==> src/rtl/instruction_encoder.sv <==
// Packs decoded instruction fields into 16-bit words and streams them to
// instruction memory through a small FIFO and a valid/ready write port.
module instruction_encoder #(
    parameter int ADDR_WIDTH = 8,
    parameter int FIFO_DEPTH = 4
) (
    input  logic                  clk,
    input  logic                  reset,
    input  logic                  start,
    input  logic [ADDR_WIDTH-1:0] base_addr,
    input  logic                  finish,
    input  logic                  in_valid,
    output logic                  in_ready,
    input  logic [7:0]            instructionOP,
    input  logic [3:0]            Rdest,
    input  logic [3:0]            Rsrc,
    input  logic [7:0]            immediate,
    output logic                  mem_we,
    output logic [ADDR_WIDTH-1:0] mem_addr,
    output logic [15:0]           mem_wdata,
    input  logic                  mem_ready,
    output logic                  busy,
    output logic                  done,
    output logic                  err_illegal,
    output logic                  err_overflow,
    output logic [ADDR_WIDTH:0]   words_written
);

    localparam int PW = (FIFO_DEPTH > 1) ? $clog2(FIFO_DEPTH) : 1;
    localparam int CW = PW + 1;
    localparam logic [CW-1:0] FULL_CNT = CW'(FIFO_DEPTH);
    localparam logic [ADDR_WIDTH-1:0] TOP_ADDR = {ADDR_WIDTH{1'b1}};

    typedef enum logic [1:0] {
        S_IDLE,
        S_LOAD,
        S_DRAIN,
        S_DONE
    } state_t;

    state_t state, state_next;

    logic [3:0]  hi, ext;
    logic [15:0] enc_word;
    logic        enc_legal;

    logic [15:0] fifo_mem [FIFO_DEPTH];
    logic [PW-1:0] rd_ptr, wr_ptr;
    logic [CW-1:0] count;
    logic          fifo_full, fifo_empty;

    logic [ADDR_WIDTH-1:0] addr;
    logic accept, push, pop, wr_fire, ovf_hit, start_ok, flush;

    assign hi  = instructionOP[7:4];
    assign ext = instructionOP[3:0];

    // Inverse of the field decoder; STOR/JAL/Jcond carry the address in the
    // Rdest slot of the bundle but in the low nibble of the word.
    always_comb begin
        enc_word  = '0;
        enc_legal = 1'b1;
        if (hi[1:0] != 2'b00) begin
            enc_word = {hi, Rdest, immediate};
        end else begin
            case (hi)
                4'b0000: enc_word = {4'b0000, Rdest, ext, Rsrc};
                4'b0100: begin
                    if (ext[3:2] == 2'b00)
                        enc_word = {4'b0100, Rdest, ext, Rsrc};
                    else
                        enc_word = {4'b0100, Rsrc, ext, Rdest};
                end
                4'b1100: enc_word = {4'b1100, Rdest, immediate};
                default: enc_legal = 1'b0;
            endcase
        end
    end

    assign fifo_full  = (count == FULL_CNT);
    assign fifo_empty = (count == '0);

    assign busy     = (state == S_LOAD) || (state == S_DRAIN);
    assign in_ready = (state == S_LOAD) && !fifo_full && !err_overflow;
    assign mem_we   = busy && !fifo_empty;
    assign mem_addr = addr;
    assign mem_wdata = mem_we ? fifo_mem[rd_ptr] : 16'h0000;

    assign accept   = in_valid && in_ready;
    assign push     = accept && enc_legal;
    assign wr_fire  = mem_we && mem_ready;
    assign pop      = wr_fire;
    assign ovf_hit  = wr_fire && (addr == TOP_ADDR);
    assign start_ok = start && ((state == S_IDLE) || (state == S_DONE));
    // An overflow flush wins over a same-cycle push: that word has nowhere to go.
    assign flush    = start_ok || ovf_hit;

    always_ff @(posedge clk) begin
        if (push)
            fifo_mem[wr_ptr] <= enc_word;
    end

    always_ff @(posedge clk or posedge reset) begin
        if (reset) begin
            rd_ptr <= '0;
            wr_ptr <= '0;
            count  <= '0;
        end else if (flush) begin
            rd_ptr <= '0;
            wr_ptr <= '0;
            count  <= '0;
        end else begin
            if (push)
                wr_ptr <= wr_ptr + PW'(1);
            if (pop)
                rd_ptr <= rd_ptr + PW'(1);
            case ({push, pop})
                2'b10:   count <= count + CW'(1);
                2'b01:   count <= count - CW'(1);
                default: count <= count;
            endcase
        end
    end

    always_ff @(posedge clk or posedge reset) begin
        if (reset) begin
            addr          <= '0;
            words_written <= '0;
            err_illegal   <= 1'b0;
            err_overflow  <= 1'b0;
        end else if (start_ok) begin
            addr          <= base_addr;
            words_written <= '0;
            err_illegal   <= 1'b0;
            err_overflow  <= 1'b0;
        end else begin
            if (wr_fire) begin
                words_written <= words_written + (ADDR_WIDTH+1)'(1);
                if (addr != TOP_ADDR)
                    addr <= addr + ADDR_WIDTH'(1);
            end
            if (accept && !enc_legal)
                err_illegal <= 1'b1;
            if (ovf_hit)
                err_overflow <= 1'b1;
        end
    end

    always_ff @(posedge clk or posedge reset) begin
        if (reset) begin
            state <= S_IDLE;
            done  <= 1'b0;
        end else begin
            state <= state_next;
            done  <= (state_next == S_DONE) && (state != S_DONE);
        end
    end

    // DRAIN finishes in the same cycle its last write completes so done
    // lands on the following cycle.
    always_comb begin
        state_next = state;
        case (state)
            S_IDLE: begin
                if (start)
                    state_next = S_LOAD;
            end
            S_LOAD: begin
                if (ovf_hit)
                    state_next = S_DONE;
                else if (finish)
                    state_next = S_DRAIN;
            end
            S_DRAIN: begin
                if (ovf_hit || fifo_empty || ((count == CW'(1)) && wr_fire))
                    state_next = S_DONE;
            end
            S_DONE: begin
                if (start)
                    state_next = S_LOAD;
            end
            default: state_next = S_IDLE;
        endcase
    end

endmodule
==> config.mk <==
export PLATFORM = sky130hd
export DESIGN_NAME = instruction_encoder
export DESIGN_NICKNAME = d
export VERILOG_FILES = /design/src/rtl/instruction_encoder.sv
export SDC_FILE = /design/constraint.sdc
export NUM_CORES = 1
export LEC_CHECK = 0
export ABC_AREA = 1
export ABC_CLOCK_PERIOD_IN_PS = 3200
export CORE_ASPECT_RATIO = 0.75
export CORE_MARGIN = 3
export CORE_UTILIZATION = 53
export CTS_CLUSTER_SIZE = 16
export DETAILED_ROUTE_END_ITERATION = 6
export PLACE_DENSITY_LB_ADDON = 0.25
export SLEW_MARGIN = 20
export SYNTH_ARGS = -nofsm -noshare
export SYNTH_HDL_FRONTEND = slang
export SYNTH_SLANG_ARGS = --single-unit
export TNS_END_PERCENT = 20
==> constraint.sdc <==
create_clock -name clk -period 3.2 [get_ports clk]
set_clock_uncertainty 0.05 [all_clocks]
set_input_delay 0.8 -clock clk [delete_from_list [all_inputs] [get_ports clk]]
set_output_delay 0.8 -clock clk [all_outputs]
set_load 0.01 [all_outputs]
==> flow_summary_export.csv <==
group,metric,value,unit
pwr,ir_drop,0.4519,mV
global_route,globalRouteTotalUtil,22.47,%
die,start_util,56.76,%
global_route,grt_pass1_vias,3488,
flow_run,cap_violations,0,
worst_setup_path,r2r_cells,9,
logic_synthesis,synth_cell_types,37,
cells_and_area,nets,629,
global_route,grt_overflow,0,
worst_setup_path,end_kind,"output pin",
timing,rsz0062_at_grt,"no",
die,rows,28,
die,dieHeight,87.15,um
logic_synthesis,yosysWarningCount,0,
cells_and_area,num_antenna_cells,0,
route,wl_per_cell,15.69,um
timing,slew_headroom,58.28,%
die,ios,77,
clock_tree,numCtsBuffers,9,
outcome,status,"finished, final reports clean",
worst_setup_path,worstSetupPathType,"reg -> out",
logic_synthesis,synth_seq_area_share,56.90,%
logic_synthesis,syn_avg_cell_area,9.344,um2
pwr,power_density,857.1,mW/mm2
clock_tree,post_cts_buffers,0,
clock_tree,cts_tree,"done",
clock_tree,cts-root-buf,"clkbuf_16",
worst_setup_path,cp_data_required_time,2.35,ns
route,viasPerCell,5.410,
pwr,p_leak,2.330,nW
worst_setup_path,cp-start-kind,"flop",
cells_and_area,drive_gt1_share,8.935,%
route,dr.pass1.iters,5,
clock_tree,insertion_delay,0.34,ns
route,top_layer_used,"met4",
placed_design,hpwl,7.570,mm
timing,max_freq,0.3234,GHz
worst_hold_path,holdPathStages,2,
timing,final_hold_viol_count,0,
timing,post-route-period-util,96.64,%
timing,worst_pin_slew,0.6210,ns
worst_setup_path,crit_fanout,17,
route,drtIter0Drc,293,
die,die_w,114.2,um
pwr,finalPower,0.004992,W
cells_and_area,final_cell_mix,"nor2_1, clkdlybuf4s50_1, nand2_1, edfxtp_1, o21ai_0",
timing,finalCriticalPeriod,3.093,ns
die,core,0.008198,mm2
route,route.final.wire_length,10.78,mm
route,wl_met1,4.850,mm
cells_and_area,n_fill_cell,599,
logic_synthesis,synthCells,498,
global_route,grt_pass1_wl,17.32,mm
cells_and_area,layout_commonest_cell,"nor2_1",
global_route,grt_max_degree,33,
route,wl_met3,713,um
route,num_vias,3717,
logic_synthesis,ys_ff_latch,93,
timing,maxSlewViolCount,0,
placed_design,port_buffers,76,
cells_and_area,area_delta_synth_final,25.17,%
clock_tree,htree_levels,3,
placed_design,gp_congestion,0.8770,
worst_hold_path,hold_path.class,"reg -> reg",
route,wl_met2,5.111,mm
die,dieArea,0.009952,mm2
clock_tree,cts_max_path_buffers,2,
clock_tree,cts.sinks,93,
logic_synthesis,synth_fp_nets,550,
timing,setup_viol,0,
timing,fin_hold_ws,0.4538,ns
worst_setup_path,critPathArrivalTime,2.24,ns
timing,tns,0,ns
route,ant_nets,0,
route,drc,0,
global_route,antenna_found_initial,0,
logic_synthesis,synthesis.area,0.004653,mm2
clock_tree,clk_pin_slew,0.06,ns
timing repair:
| action | CTS | global route |
|---|---|---|
| gates resized for setup | 0 | 2 |
| hold buffers | 0 | 0 |
| setup endpoints to repair | 0 | 16 |
| hold endpoints to repair | 0 | 0 |
routing by layer:
layer	vias to the layer above	GRT usage (%)
met1	1761	31.52
met2	119	35.60
met5	-	0
li1	1823	-
met4	0	5.933
met3	14	5.278
cells by family (layout without fill, tap and decap cells):
logic type,Yosys count,in the layout,share of synthesized area [%]
multiplexers,1,1,0.2151
AND/OR/NAND/NOR,217,217,20.38
adder cells (fa/ha/maj),14,14,3.764
XOR/XNOR,5,5,0.9411
buffers and inverters,66,150,5.835
flip-flops,93,93,56.90
AO/OA/AOI/OAI,102,102,11.97
synthesized netlist by cell type:
master | n | share of area, %
a21oi_4 | 1 | 0.35
mux2i_1 | 1 | 0.22
nand2_4 | 2 | 0.48
xnor2_1 | 4 | 0.75
inv_1 | 43 | 3.5
nand3b_1 | 2 | 0.32
buf_1 | 3 | 0.24
nor3_1 | 6 | 0.65
a21oi_1 | 31 | 3.3
a211oi_1 | 1 | 0.16
ha_1 | 14 | 3.8
nand2_1 | 71 | 5.7
edfxtp_1 | 64 | 41
buf_6 | 2 | 0.48
nor2_1 | 94 | 7.6
inv_2 | 5 | 0.40
buf_4 | 1 | 0.16
o21ai_0 | 56 | 6.0
nand3_1 | 23 | 2.5
nand2_2 | 8 | 1.1
buf_2 | 4 | 0.43
nor2_8 | 1 | 0.43
nor2_4 | 2 | 0.48
o21ai_2 | 1 | 0.19
and3_1 | 1 | 0.13
xor2_1 | 1 | 0.19
a211oi_2 | 1 | 0.27
clkbuf_1 | 8 | 0.65
nor3_2 | 1 | 0.22
a21oi_2 | 2 | 0.38
dfrtp_1 | 29 | 16
o211ai_1 | 1 | 0.16
a22oi_1 | 4 | 0.65
a31oi_1 | 1 | 0.13
nor2_2 | 2 | 0.27
nand4_1 | 4 | 0.54
o21ai_1 | 3 | 0.32
critical path: stages (launching register included):
cell             delay [ns]
dfrtp_2                0.44
inv_1                  0.09
ha_2                   0.32
inv_2                  0.10
nand2_4                0.17
a21oi_1                0.20
clkdlybuf4s50_1        0.59
power by group:
group / switching, W / internal [W]
sequential: 0.000143 / 0.00149
clock: 0.000431 / 0.000604
combinational: 0.00137 / 0.000949
sequential cells by signal (all words and copies together) (netlist names):
signal         cells
wr_ptr             2
mem_addr           8
rd_ptr             2
state              2
count              3
err_illegal        1
done               1
fifo_mem          64
err_overflow       1
words_written      9
final timing paths:
kind                                  start               end  slack, ns
max in group asynchronous             reset          state[0]       1.99
worst min-delay path            err_illegal       err_illegal       0.45
worst max-delay path               state[0]     mem_wdata[10]       0.11
worst min register to register  err_illegal       err_illegal       0.45
min in group asynchronous             reset  words_written[8]       0.78
worst max register to register     state[0]       mem_addr[7]       0.96
per-stage QoR:
stage                     utilization (%)  instances  instance area (um2)  setup slack [ns]
final                               71.05        687                 5824            0.1075
after global routing                71.05        687                 5824           0.01128
after CTS                           71.00        687                 5821           0.02082
after detailed placement            67.45        671                 5529            0.3840
after global placement              67.45        671                 5529            0.4302
after floorplan                         -        498                 4653            0.8553
layout make-up:
type / count / area, um2 / share of cell area, %
inverter: 48 / 180.2 / 3.093
tap: 105 / 131.4 / 2.256
clock inverter: 6 / 62.56 / 1.074
sequential: 93 / 2649 / 45.48
clock buffer: 10 / 229.0 / 3.931
multi-input combinational: 339 / 1737 / 29.82
timing repair buffer: 86 / 835.8 / 14.35
Note: power is estimated with default switching activity, not from simulation.
